===== src/rtl/sonuc_bcd_if.sv =====
// ----------------------------------------------------------------------------
// sonuc_bcd_if
// Bus bundle between a calculator core / display controller (master) and the
// binary-to-BCD converter (slave).
//
// Signals
//   sonuc      [63:0] binary result from the calculator core
//   gecerli_in        core result-valid flag
//   tasma_in          core overflow flag
//   basla             start request, honoured only while hazir=1
//   bcd        [79:0] 20 packed BCD digits, digit 0 in [3:0]
//   isaret            sign of the displayed value (1 = negative)
//   hazir             converter idle, ready to accept basla
//   tamam             one-cycle completion pulse
//   gecerli           bcd holds a valid conversion
//   tasma             registered copy of the captured tasma_in
// ----------------------------------------------------------------------------
interface sonuc_bcd_if;
  logic [63:0] sonuc;
  logic        gecerli_in;
  logic        tasma_in;
  logic        basla;
  logic [79:0] bcd;
  logic        isaret;
  logic        hazir;
  logic        tamam;
  logic        gecerli;
  logic        tasma;

  modport master (
    output sonuc, gecerli_in, tasma_in, basla,
    input  bcd, isaret, hazir, tamam, gecerli, tasma
  );

  modport slave (
    input  sonuc, gecerli_in, tasma_in, basla,
    output bcd, isaret, hazir, tamam, gecerli, tasma
  );
endinterface


===== src/rtl/sonuc_bcd.sv =====
// ----------------------------------------------------------------------------
// sonuc_bcd
// Converts a 64-bit calculator result into 20 packed BCD digits using the
// shift-and-add-3 (double dabble) algorithm, one operand bit per clock.
//
// Ports
//   clk  : single clock, all state updates on the rising edge
//   rst  : synchronous active-high reset
//   bus  : sonuc_bcd_if.slave (operand/flags/start in, digits/status out)
//
// Timing (k = edge on which basla is accepted while hazir=1)
//   conversion path : iterations on edges k+1..k+64, tamam high after k+64,
//                     hazir high again after k+65
//   error path      : (gecerli_in=0 or tasma_in=1 at capture) tamam high
//                     after k+1, hazir high again after k+2
//
// Configuration
//   ISARETLI_SONUC_EN defined   : sonuc is two's complement; negative values
//                                 are converted as magnitude and isaret=1.
//   ISARETLI_SONUC_EN undefined : sonuc is unsigned, isaret is tied to 0.
//   Latency and handshake are identical in both builds.
// ----------------------------------------------------------------------------
module sonuc_bcd (
  input  logic       clk,
  input  logic       rst,
  sonuc_bcd_if.slave bus
);

  typedef enum logic [1:0] {
    BOSTA    = 2'd0,
    DONUSTUR = 2'd1,
    BITTI    = 2'd2
  } durum_t;

  // Add 3 to every digit that is 5 or more, so the following left shift
  // carries correctly into the next decimal digit.
  function automatic logic [79:0] basamak_duzelt(input logic [79:0] d);
    logic [79:0] r;
    r = d;
    for (int i = 0; i < 20; i++) begin
      if (d[4*i +: 4] >= 4'd5) begin
        r[4*i +: 4] = d[4*i +: 4] + 4'd3;
      end else begin
        r[4*i +: 4] = d[4*i +: 4];
      end
    end
    return r;
  endfunction

  durum_t      durum;
  durum_t      durum_next;

  // Working registers of the conversion
  logic [79:0] basamak;      // digit accumulator
  logic [63:0] islenen;      // operand, shifted out MSB first
  logic [6:0]  sayac;        // completed iteration count
  logic        hata;         // captured gecerli_in=0 or tasma_in=1
  logic        tasma_yakala; // captured tasma_in

  // Held output registers
  logic [79:0] bcd_q;
  logic        hazir_q;
  logic        tamam_q;
  logic        gecerli_q;
  logic        tasma_q;

  // Combinational step of one iteration
  logic [79:0] basamak_duz;
  logic [79:0] basamak_kay;
  logic        son_adim;
  logic [63:0] yukle;

`ifdef ISARETLI_SONUC_EN
  logic        negatif;
  logic        isaret_q;
`endif

  // Operand to load at capture: magnitude in the signed build, raw otherwise.
`ifdef ISARETLI_SONUC_EN
  always_comb begin
    if (bus.sonuc[63]) begin
      yukle = 64'd0 - bus.sonuc;
    end else begin
      yukle = bus.sonuc;
    end
  end
`else
  assign yukle = bus.sonuc;
`endif

  // One double-dabble step: adjust digits, then shift the operand MSB in.
  always_comb begin
    basamak_duz = basamak_duzelt(basamak);
    basamak_kay = {basamak_duz[78:0], islenen[63]};
    son_adim    = (sayac == 7'd63);
  end

  // Next-state logic. The captured flags are evaluated in the first
  // DONUSTUR cycle, so an error result completes on edge k+1 with the same
  // BITTI/BOSTA tail as a normal conversion.
  always_comb begin
    durum_next = durum;
    case (durum)
      BOSTA: begin
        if (bus.basla) begin
          durum_next = DONUSTUR;
        end else begin
          durum_next = BOSTA;
        end
      end
      DONUSTUR: begin
        if (hata || son_adim) begin
          durum_next = BITTI;
        end else begin
          durum_next = DONUSTUR;
        end
      end
      BITTI: begin
        durum_next = BOSTA;
      end
      default: begin
        durum_next = BOSTA;
      end
    endcase
  end

  // State register, conversion datapath and held outputs.
  always_ff @(posedge clk) begin
    if (rst) begin
      durum        <= BOSTA;
      basamak      <= 80'd0;
      islenen      <= 64'd0;
      sayac        <= 7'd0;
      hata         <= 1'b0;
      tasma_yakala <= 1'b0;
      bcd_q        <= 80'd0;
      hazir_q      <= 1'b1;
      tamam_q      <= 1'b0;
      gecerli_q    <= 1'b0;
      tasma_q      <= 1'b0;
`ifdef ISARETLI_SONUC_EN
      negatif      <= 1'b0;
      isaret_q     <= 1'b0;
`endif
    end else begin
      durum   <= durum_next;
      hazir_q <= (durum_next == BOSTA);
      tamam_q <= 1'b0;
      case (durum)
        BOSTA: begin
          if (bus.basla) begin
            islenen      <= yukle;
            hata         <= (~bus.gecerli_in) | bus.tasma_in;
            tasma_yakala <= bus.tasma_in;
            basamak      <= 80'd0;
            sayac        <= 7'd0;
`ifdef ISARETLI_SONUC_EN
            negatif      <= bus.sonuc[63];
`endif
          end
        end
        DONUSTUR: begin
          if (hata) begin
            bcd_q     <= 80'd0;
            gecerli_q <= 1'b0;
            tasma_q   <= tasma_yakala;
            tamam_q   <= 1'b1;
`ifdef ISARETLI_SONUC_EN
            isaret_q  <= 1'b0;
`endif
          end else begin
            basamak <= basamak_kay;
            islenen <= {islenen[62:0], 1'b0};
            sayac   <= sayac + 7'd1;
            if (son_adim) begin
              bcd_q     <= basamak_kay;
              gecerli_q <= 1'b1;
              tasma_q   <= 1'b0;
              tamam_q   <= 1'b1;
`ifdef ISARETLI_SONUC_EN
              isaret_q  <= negatif;
`endif
            end
          end
        end
        BITTI: begin
          sayac <= 7'd0;
        end
        default: begin
          sayac <= 7'd0;
        end
      endcase
    end
  end

  assign bus.bcd     = bcd_q;
  assign bus.hazir   = hazir_q;
  assign bus.tamam   = tamam_q;
  assign bus.gecerli = gecerli_q;
  assign bus.tasma   = tasma_q;
`ifdef ISARETLI_SONUC_EN
  assign bus.isaret  = isaret_q;
`else
  assign bus.isaret  = 1'b0;
`endif

endmodule


===== src/flat_wrapper.sv =====
// flat-port wrapper written by rule: the top's interface ports become plain ports
module sonuc_bcd_flat 
  (clk, rst, bus_sonuc, bus_gecerli_in, bus_tasma_in, bus_basla, bus_bcd, bus_isaret, bus_hazir, bus_tamam, bus_gecerli, bus_tasma);
  sonuc_bcd_if bus_i ();
  input  logic clk;
  input  logic rst;
  input wire logic [$bits(bus_i.sonuc)-1:0] bus_sonuc;
  input wire logic [$bits(bus_i.gecerli_in)-1:0] bus_gecerli_in;
  input wire logic [$bits(bus_i.tasma_in)-1:0] bus_tasma_in;
  input wire logic [$bits(bus_i.basla)-1:0] bus_basla;
  output wire logic [$bits(bus_i.bcd)-1:0] bus_bcd;
  output wire logic [$bits(bus_i.isaret)-1:0] bus_isaret;
  output wire logic [$bits(bus_i.hazir)-1:0] bus_hazir;
  output wire logic [$bits(bus_i.tamam)-1:0] bus_tamam;
  output wire logic [$bits(bus_i.gecerli)-1:0] bus_gecerli;
  output wire logic [$bits(bus_i.tasma)-1:0] bus_tasma;
  assign bus_i.sonuc = bus_sonuc;
  assign bus_i.gecerli_in = bus_gecerli_in;
  assign bus_i.tasma_in = bus_tasma_in;
  assign bus_i.basla = bus_basla;
  assign bus_bcd = bus_i.bcd;
  assign bus_isaret = bus_i.isaret;
  assign bus_hazir = bus_i.hazir;
  assign bus_tamam = bus_i.tamam;
  assign bus_gecerli = bus_i.gecerli;
  assign bus_tasma = bus_i.tasma;
  sonuc_bcd u_core (.clk(clk), .rst(rst), .bus(bus_i));
endmodule

===== config.mk =====
export PLATFORM = sky130hd
export DESIGN_NAME = sonuc_bcd_flat
export DESIGN_NICKNAME = d
export VERILOG_FILES = /design/src/rtl/sonuc_bcd_if.sv /design/src/rtl/sonuc_bcd.sv /design/src/flat_wrapper.sv
export SDC_FILE = /design/constraint.sdc
export NUM_CORES = 1
export LEC_CHECK = 0
export ABC_CLOCK_PERIOD_IN_PS = 4250
export CORE_UTILIZATION = 61
export CTS_BUF_LIST = sky130_fd_sc_hd__clkbuf_8
export DETAILED_ROUTE_END_ITERATION = 7
export MAX_ROUTING_LAYER = met4
export PLACE_DENSITY_LB_ADDON = 0.05
export REMOVE_ABC_BUFFERS = 1
export SYNTH_ARGS = -nofsm -noshare
export SYNTH_HDL_FRONTEND = slang
export SYNTH_SLANG_ARGS = --single-unit
export TNS_END_PERCENT = 50

===== constraint.sdc =====
create_clock -name clk -period 4.25 [get_ports clk]
set_input_delay 0.425 -clock clk [delete_from_list [all_inputs] [get_ports clk]]
set_output_delay 0.425 -clock clk [all_outputs]
set_load 0.05 [all_outputs]

# Yosys cells after proc, flatten, opt, wreduce, memory -nomap -nowiden
# Index checks and enable logic that the tools add are counted.
[totals]
word_cells = 109
regBits = 239
out_inout_bits = 85
[classes]
bitwise_logic = 3
n_addsub = 21
n_eq_ne = 4
mux = 40
reduce_logical = 10
magnitude_cmp = 20
[op_table]
columns = ["op", "count"]
rows = [
  ["$mux 80", 4],
  ["$pmux 80 s2", 1],
  ["$mux 64", 2],
  ["$pmux 64 s2", 1],
  ["$ge 4x3->1 const B", 20],
  ["$add 4x2->4 const B", 19],
  ["$mux 4", 19],
  ["$mux 7", 2],
  ["$pmux 7 s2", 1],
  ["$add 7x1->7 const B", 1],
  ["$eq 7x6->1 const B", 1],
  ["$mux 1", 7],
  ["$reduce_and 2->1", 3],
  ["$logic_not 2->1", 2],
  ["$ne 2x2->1 const B", 2],
  ["$pmux 2 s2", 1],
  ["$reduce_bool 2->1", 2],
  ["$add 3x2->3 const B", 1],
  ["$mux 3", 1],
  ["$reduce_and 3->1", 1],
  ["$eq 2x1->1 const B", 1],
  ["$mux 2", 1],
  ["$not 1->1", 2],
  ["$reduce_or 2->1", 1],
  ["other kinds (2)", 2],
]

# Logic depth before layout (Yosys ltp)
# Gate-level depths: netlist of run 1.
[logic_depth]
word_depth = 5
mapped_depth = 8
mapped_depth_nobuf = 6

# Worst setup path after synthesis of run 1
# Ideal clock, no wire load.
[synth_path]
kind = "in2reg"
startpoint = "input bus_basla"
endpoint = "register u_core.islenen[53]"
arrival_time_ns = 1.504
setup_slack_ns = 2.658
n_path_buf = 4
setup_ns = 0.088
path_stages = 7
cell_sequence = "nor2b_1 > buf_2 > o21ba_1 > buf_2 > buf_6 > buf_2 > a311oi_2"
[synth_via]
elab_chain_len = 2
[synth_lines]
columns = ["item", "line", "rtl"]
rows = [
  ["start, declared", "flat_wrapper.sv:10", "input wire logic [$bits(bus_i.basla)-1:0] bus_basla;"],
  ["$ne 2x2->1 (no line)", "n/a", ""],
  ["$reduce_and 3->1 (no line)", "n/a", ""],
  ["end signal, assigned", "sonuc_bcd.sv:152", "islenen <= yukle;"],
  ["end signal, assigned", "sonuc_bcd.sv:173", "islenen <= {islenen[62:0], 1'b0};"],
  ["end, declared", "sonuc_bcd.sv:55", "logic [63:0] islenen;"],
]
# No other way between the ends.
# A chain may end at the register's enable or synchronous reset.

# Final worst setup path of run 1
[layout_path]
startpoint = "register u_core.durum[0]"
endpoint = "register u_core.islenen[47]"
[layout_via]
elab_chain_len = 3
elab_cells_between_ends = 7
cone_classes = "eq/ne (3); mux (1); reduce/logical (3)"
[layout_lines]
columns = ["item", "line", "rtl"]
rows = [
  ["start, declared", "sonuc_bcd.sv:50", "durum_t durum;"],
  ["start signal, assigned", "sonuc_bcd.sv:146", "durum <= durum_next;"],
  ["$eq 2x1->1 or $logic_not 2->1 (tied branches)", "sonuc_bcd.sv:149", "case (durum)"],
  ["$ne 2x2->1 (no line) or $reduce_bool 2->1 (tied branches)", "n/a", ""],
  ["$reduce_and 3->1 (no line)", "n/a", ""],
]
# Parallel ways exist; a longest one is shown, timed or not.

==> metrics, run 1 <==
fmax 419 MHz; Setup CP Type reg2reg; Ys Warns 0; hold buffers post-CTS 0; leading area contributor after synthesis dfxtp_1; commonest non-fill, non-tap cell in the layout dfxtp_1; setup bufs post-CTS 0; Leak Pwr 4.77 nW; Rel. slew slack 0.258; largest net degree at the start of global routing 110; MaxCap Viol Count 0; CP Launch Type register; DP Worst Slack 1430 ps; vias per cell 5.83; drt first-iter violations 457; layout cells sized above 1 0.0634; Layout Nets 1395; die area 17900 um^2; Post-Syn Area 10600 um^2; total CTS buffers 40; Seq/Total Area, Yosys 0.452; DP Area 12100 um^2; Port Buffers 152; I/O pin cnt 154; EDFF count, synth 0; drt first pass iters 5; Syn Area/Cell 9.10 um^2; Worst Slack Setup Final 1860 ps; Max IR drop VDD 0.234 mV; reg2reg end u_core.islenen[47]; vias in the first global route 8430; fin. max-slew vios 0; worst setup path end u_core.islenen[47]; Final Setup Violations 0; CP arrival 2810 ps; HP Start rst; CP endpoint kind register; CTS tree built; Initial Util 0.631; num rows 47; Synth area leaders dfxtp_1, a22o_1, nand2_1, ha_1, a311oi_1; Synth Flop Type dfxtp_1; final wirelength 24.1 mm; Post-synth ARST share 0; critical path startpoint u_core.durum[0]; Final Hold Viols 0; Clk pin slew, worst setup/hold paths 60 ps; Die X 134 um; Layout Area Growth over Synthesis 21.5%; CTS Buffer Depth 3; Final period util 0.562; worst-path fanout max 109; clock insertion delay at the later pin of the skew report 520 ps; CTS resizes 0; # clock sinks 239; H-Tree Depth 2; first-pass GRT wire length 40.4 mm; Synth top area share 0.452; Least-Margin Pin Slew 1110 ps; Worst R2R Setup Slack 1860 ps; Cells after DPL 1463; Core ar. 16800 um^2; power per cell area 370 nW/um^2; run status finished clean; total grt overflow 0; Final Skew 17.6 ps; initial antenna violation count 0; Netlist cell types 44; gr usage total 0.283; Finished Layout Cells 1529; Post-Syn Instances 1163; residual DRC count 0; FF+latch count, synth 239; DP HPWL 14.7 mm; RD Place Congestion 0.891; Avg WL per Cell 15.8 um; routed vias 8911; die height 134 um; commonest non-fill, non-tap cells in the layout dfxtp_1, clkdlybuf4s50_1, nand2_1, nor2_1, a22o_1; CP required 4670 ps; worst r2r src u_core.durum[0]; Post-Layout Inst Area 12900 um^2; post-route ant nets 0; post-route minimum period 2390 ps; R2R depth 5; Ant. Diodes 0; Hold Path Class in2reg; RSZ-0062 raised after global routing no; root buffer cell clkbuf_8
-- metal layers --
layer | global-route usage | vias up | part of all wire
li1 | - | 4407 | -
met2 | 0.447 | 236 | 0.47
met4 | 0.0966 | 0 | 0.021
met3 | 0.0537 | 46 | 0.051
met1 | 0.361 | 4222 | 0.46
met5 | - | - | 0
-- metrics by stage --
step	setup TNS [ps]	util	hold WS [ps]	total power (W)
floorplan	-42010	-	442	0.00268
global placement	0	0.722	433	0.00285
detailed placement	0	0.722	445	0.00286
CTS	0	0.767	401	0.00479
global route	0	0.767	434	0.00495
finish	0	0.767	438	0.00475
-- synth_stat cells (7+ instances only) --
| library cell | n |
|---|---|
| nor2_1 | 97 |
| inv_1 | 42 |
| dfxtp_1 | 239 |
| nand2_1 | 141 |
| xor2_1 | 9 |
| a311oi_2 | 10 |
| nand3_1 | 21 |
| a311oi_1 | 54 |
| o21ai_0 | 54 |
| a22o_1 | 85 |
| buf_6 | 7 |
| nor3_1 | 25 |
| a21oi_1 | 79 |
| clkbuf_1 | 26 |
| mux2i_1 | 21 |
| buf_2 | 43 |
| and2_1 | 19 |
| ha_1 | 41 |
| o2bb2ai_1 | 35 |
| nand2b_1 | 23 |
| xnor2_1 | 20 |
| nor3b_1 | 35 |
-- worst min-delay path by stage --
stage / to / slack (ps) / cells after the start
final: u_core.islenen[0] / 440 / 2
after global routing: u_core.basamak[60] / 430 / 2
after CTS: u_core.basamak[64] / 400 / 2
after detailed placement: u_core.bus.bcd[12] / 450 / 1
after global placement: u_core.bus.gecerli / 430 / 1
after floorplan: u_core.basamak[77] / 440 / 1
-- area by class of cell --
cell class                 instances  area (um^2)
multi-input combinational        802         5280
clock inverter                    15         60.1
sequential                       239         4780
timing repair buffer             160         1590
inverter                          42          158
fill                            1218         3910
clock buffer                      51          702
tap                              220          275
-- registers in the layout (all words and copies together) (netlist names) --
register / flops
u_core.bus.hazir: 1
u_core.bus.bcd: 80
u_core.sayac: 7
u_core.islenen: 64
u_core.tasma_yakala: 1
u_core.bus.tamam: 1
u_core.hata: 1
u_core.bus.gecerli: 1
u_core.bus.tasma: 1
u_core.basamak: 80
u_core.durum: 2
-- where the power goes --
part | leakage, nW | total (W) | internal (W) | switching, W
registers | 1.94 | 0.00237 | 0.00232 | 0.0000476
logic | 2.39 | 0.000447 | 0.000163 | 0.000284
clock network | 0.442 | 0.00193 | 0.00107 | 0.000869
-- logic make-up after synthesis --
logic type / Yosys count / synth area share
DFF: 239 / 0.452
buffers and inverters: 122 / 0.0544
muxes: 21 / 0.0199
AOI/OAI and AO/OA: 334 / 0.235
other: 1 / 0.000354
adders and majority gates: 41 / 0.0485
xor gates and xnor gates: 29 / 0.0240
and+or+nand+nor: 376 / 0.166
-- critical path, stage by stage, from the launching register on --
cell and delay, ps:
dfxtp_1 480, nor2b_1 570, o21ba_4 440, buf_12 400, nor2_1 80, a311oi_1 270
Power figures use the tool's default switching activity.
==> run 2, diff against run 1 <==
Settings changed: ABC_CLOCK_PERIOD_IN_PS 4250 to 2450, CORE_UTILIZATION 61 to 56.
Clock period 4.25 ns to 2.45 ns, I/O delays scaled along.
==> run 2 against run 1 <==
Compared with the run above:
- non-clock buffer count up 10
- clock power grew 85%
- largest power group unchanged
- worst hold slack got worse by 260 ps
- sequential cell count unchanged
- global-route usage fell by 2.6 points
- sequential share of layout area fell by 0.55 points
- total power is 78% higher
- critical endpoint is now u_core.islenen[13]
- largest cell class unchanged
==> metrics, run 2 (same netlist as run 1, synthesis figures left out) <==
crit path buf inv count 1 (unchanged); CP arrival 2710 ps (-100 ps); H-Tree Depth 2 (unchanged); post-route minimum period 2270 ps (-115 ps); vias per cell 5.72 (-1.9%); initial antenna violation count 0 (unchanged); num rows 49 (+4.3%); run status finished clean; reg2reg end u_core.islenen[13]; routed vias 8890 (-0.24%); Avg WL per Cell 15.5 um (-1.7%); post-route ant nets 0 (unchanged); Layout Area Growth over Synthesis 23.3%; vias in the first global route 8398 (-0.38%); CP endpoint kind register; commonest non-fill, non-tap cell in the layout dfxtp_1; drt first pass iters 5 (unchanged); Die X 139 um (+4.3%); layout cells sized above 1 0.0777 (+0.0143); drt first-iter violations 422 (-7.7%); total CTS buffers 40 (unchanged); Power, Total 0.00848 W (+78%); Core ar. 18300 um^2 (+9.0%); CTS tree built; residual DRC count 0 (unchanged); Cells after DPL 1482 (+1.3%); final wirelength 24.1 mm (about the same); HP Start rst; Max IR drop VDD 0.386 mV (+65%); root buffer cell clkbuf_8; fin. max-slew vios 0 (unchanged); I/O pin cnt 154 (unchanged); RSZ-0062 raised after global routing no; Worst R2R Setup Slack 180 ps (-1690 ps); Setup CP Type reg2reg; Final Setup Violations 0 (unchanged); Final Skew 15.0 ps (-2.60 ps); fmax 440 MHz (+5.1%); worst-path fanout max 130 (+19%); clock insertion delay at the later pin of the skew report 540 ps (+20 ps); Final Hold Viols 0 (unchanged); total grt overflow 0 (unchanged); R2R depth 5 (unchanged); DP HPWL 15.0 mm (+1.5%); Ant. Diodes 0 (unchanged); Port Buffers 152 (unchanged); instance count on the critical path 5 (unchanged); Leak Pwr 4.86 nW (+1.8%); CP required 2880 ps (-1790 ps); Crit path largest cell delay 580 ps (about the same); worst r2r src u_core.durum[0]; Layout Nets 1405 (+0.72%); hold buffers post-CTS 0 (unchanged); Final period util 0.927 (+0.366); DP Area 12200 um^2 (+1.0%); MaxCap Viol Count 0 (unchanged); CP max-delay cell nor2b_1; Clk pin slew, worst setup/hold paths 60 ps (about the same); crit-path leading delay family simple AND/OR/NAND/NOR gates; Post-Layout Inst Area 13000 um^2 (+1.5%); CTS resizes 0 (unchanged); RD Place Congestion 0.846 (-5.0%); first-pass GRT wire length 40.1 mm (-0.73%); Rel. slew slack 0.277 (+0.0193); Least-Margin Pin Slew 1080 ps (-28.9 ps); worst setup path end u_core.islenen[13]; power per cell area 650 nW/um^2 (+76%); CP Launch Type register; CP cell instances nor2b_1 > o21ba_4 > buf_12 > nor2_1 > a311oi_1; # clock sinks 239 (unchanged); commonest non-fill, non-tap cells in the layout dfxtp_1, clkdlybuf4s50_1, nand2_1, nor2_1, a22o_1; largest net degree at the start of global routing 131 (+19%); critical path startpoint u_core.durum[0]; Hold Path Class in2reg; gr usage total 0.257 (-0.0256); die height 139 um (+4.3%); CTS Buffer Depth 3 (unchanged); die area 19400 um^2 (+8.8%); Finished Layout Cells 1555 (+1.7%); Initial Util 0.579 (-0.0522); setup bufs post-CTS 0 (unchanged)
-- run 2: layer usage --
layer	vias to the layer above	wire (um)	GRT usage
met4	0	450	0.0854
met3	38	1310	0.0575
met5	-	0	-
met1	4205	11100	0.322
li1	4431	-	-
met2	216	11200	0.409
-- run 2: layout make-up --
class                      count  area (um^2)
fill                        1478         5220
tap                          229          287
inverter                      42          158
multi-input combinational    802         5280
timing repair buffer         170         1700
sequential                   239         4780
clock buffer                  54          743
clock inverter                19         88.8
-- run 2: per-stage QoR --
| step | hold slack [ps] | TNS (ps) | utilization | setup slack [ps] |
|---|---|---|---|---|
| finish | 174 | 0 | 0.714 | 178 |
| global route | 179 | 0 | 0.714 | 39.1 |
| CTS | 156 | 0 | 0.714 | 200 |
| detailed placement | 439 | 0 | 0.669 | 262 |
| global placement | 433 | 0 | 0.669 | 261 |
| floorplan | 313 | -377660 | - | -2730 |
-- run 2: worst min-delay path by stage --
| stage | to | slack, ps | cells past startpoint |
|---|---|---|---|
| 2_1_floorplan | u_core.islenen[53] | 310 | 1 |
| 3_3_place_gp | u_core.bus.gecerli | 430 | 1 |
| 3_5_place_dp | u_core.bus.gecerli | 440 | 1 |
| 4_1_cts | u_core.basamak[64] | 160 | 2 |
| 5_1_grt | u_core.tasma_yakala | 180 | 2 |
| 6_report | u_core.basamak[64] | 170 | 2 |
-- run 2: where the power goes --
group | total [W] | leakage (nW) | switching [W] | internal (W)
combinational | 0.000794 | 2.45 | 0.000488 | 0.000306
clock | 0.00358 | 0.468 | 0.00161 | 0.00197
sequential | 0.00411 | 1.94 | 0.0000780 | 0.00403
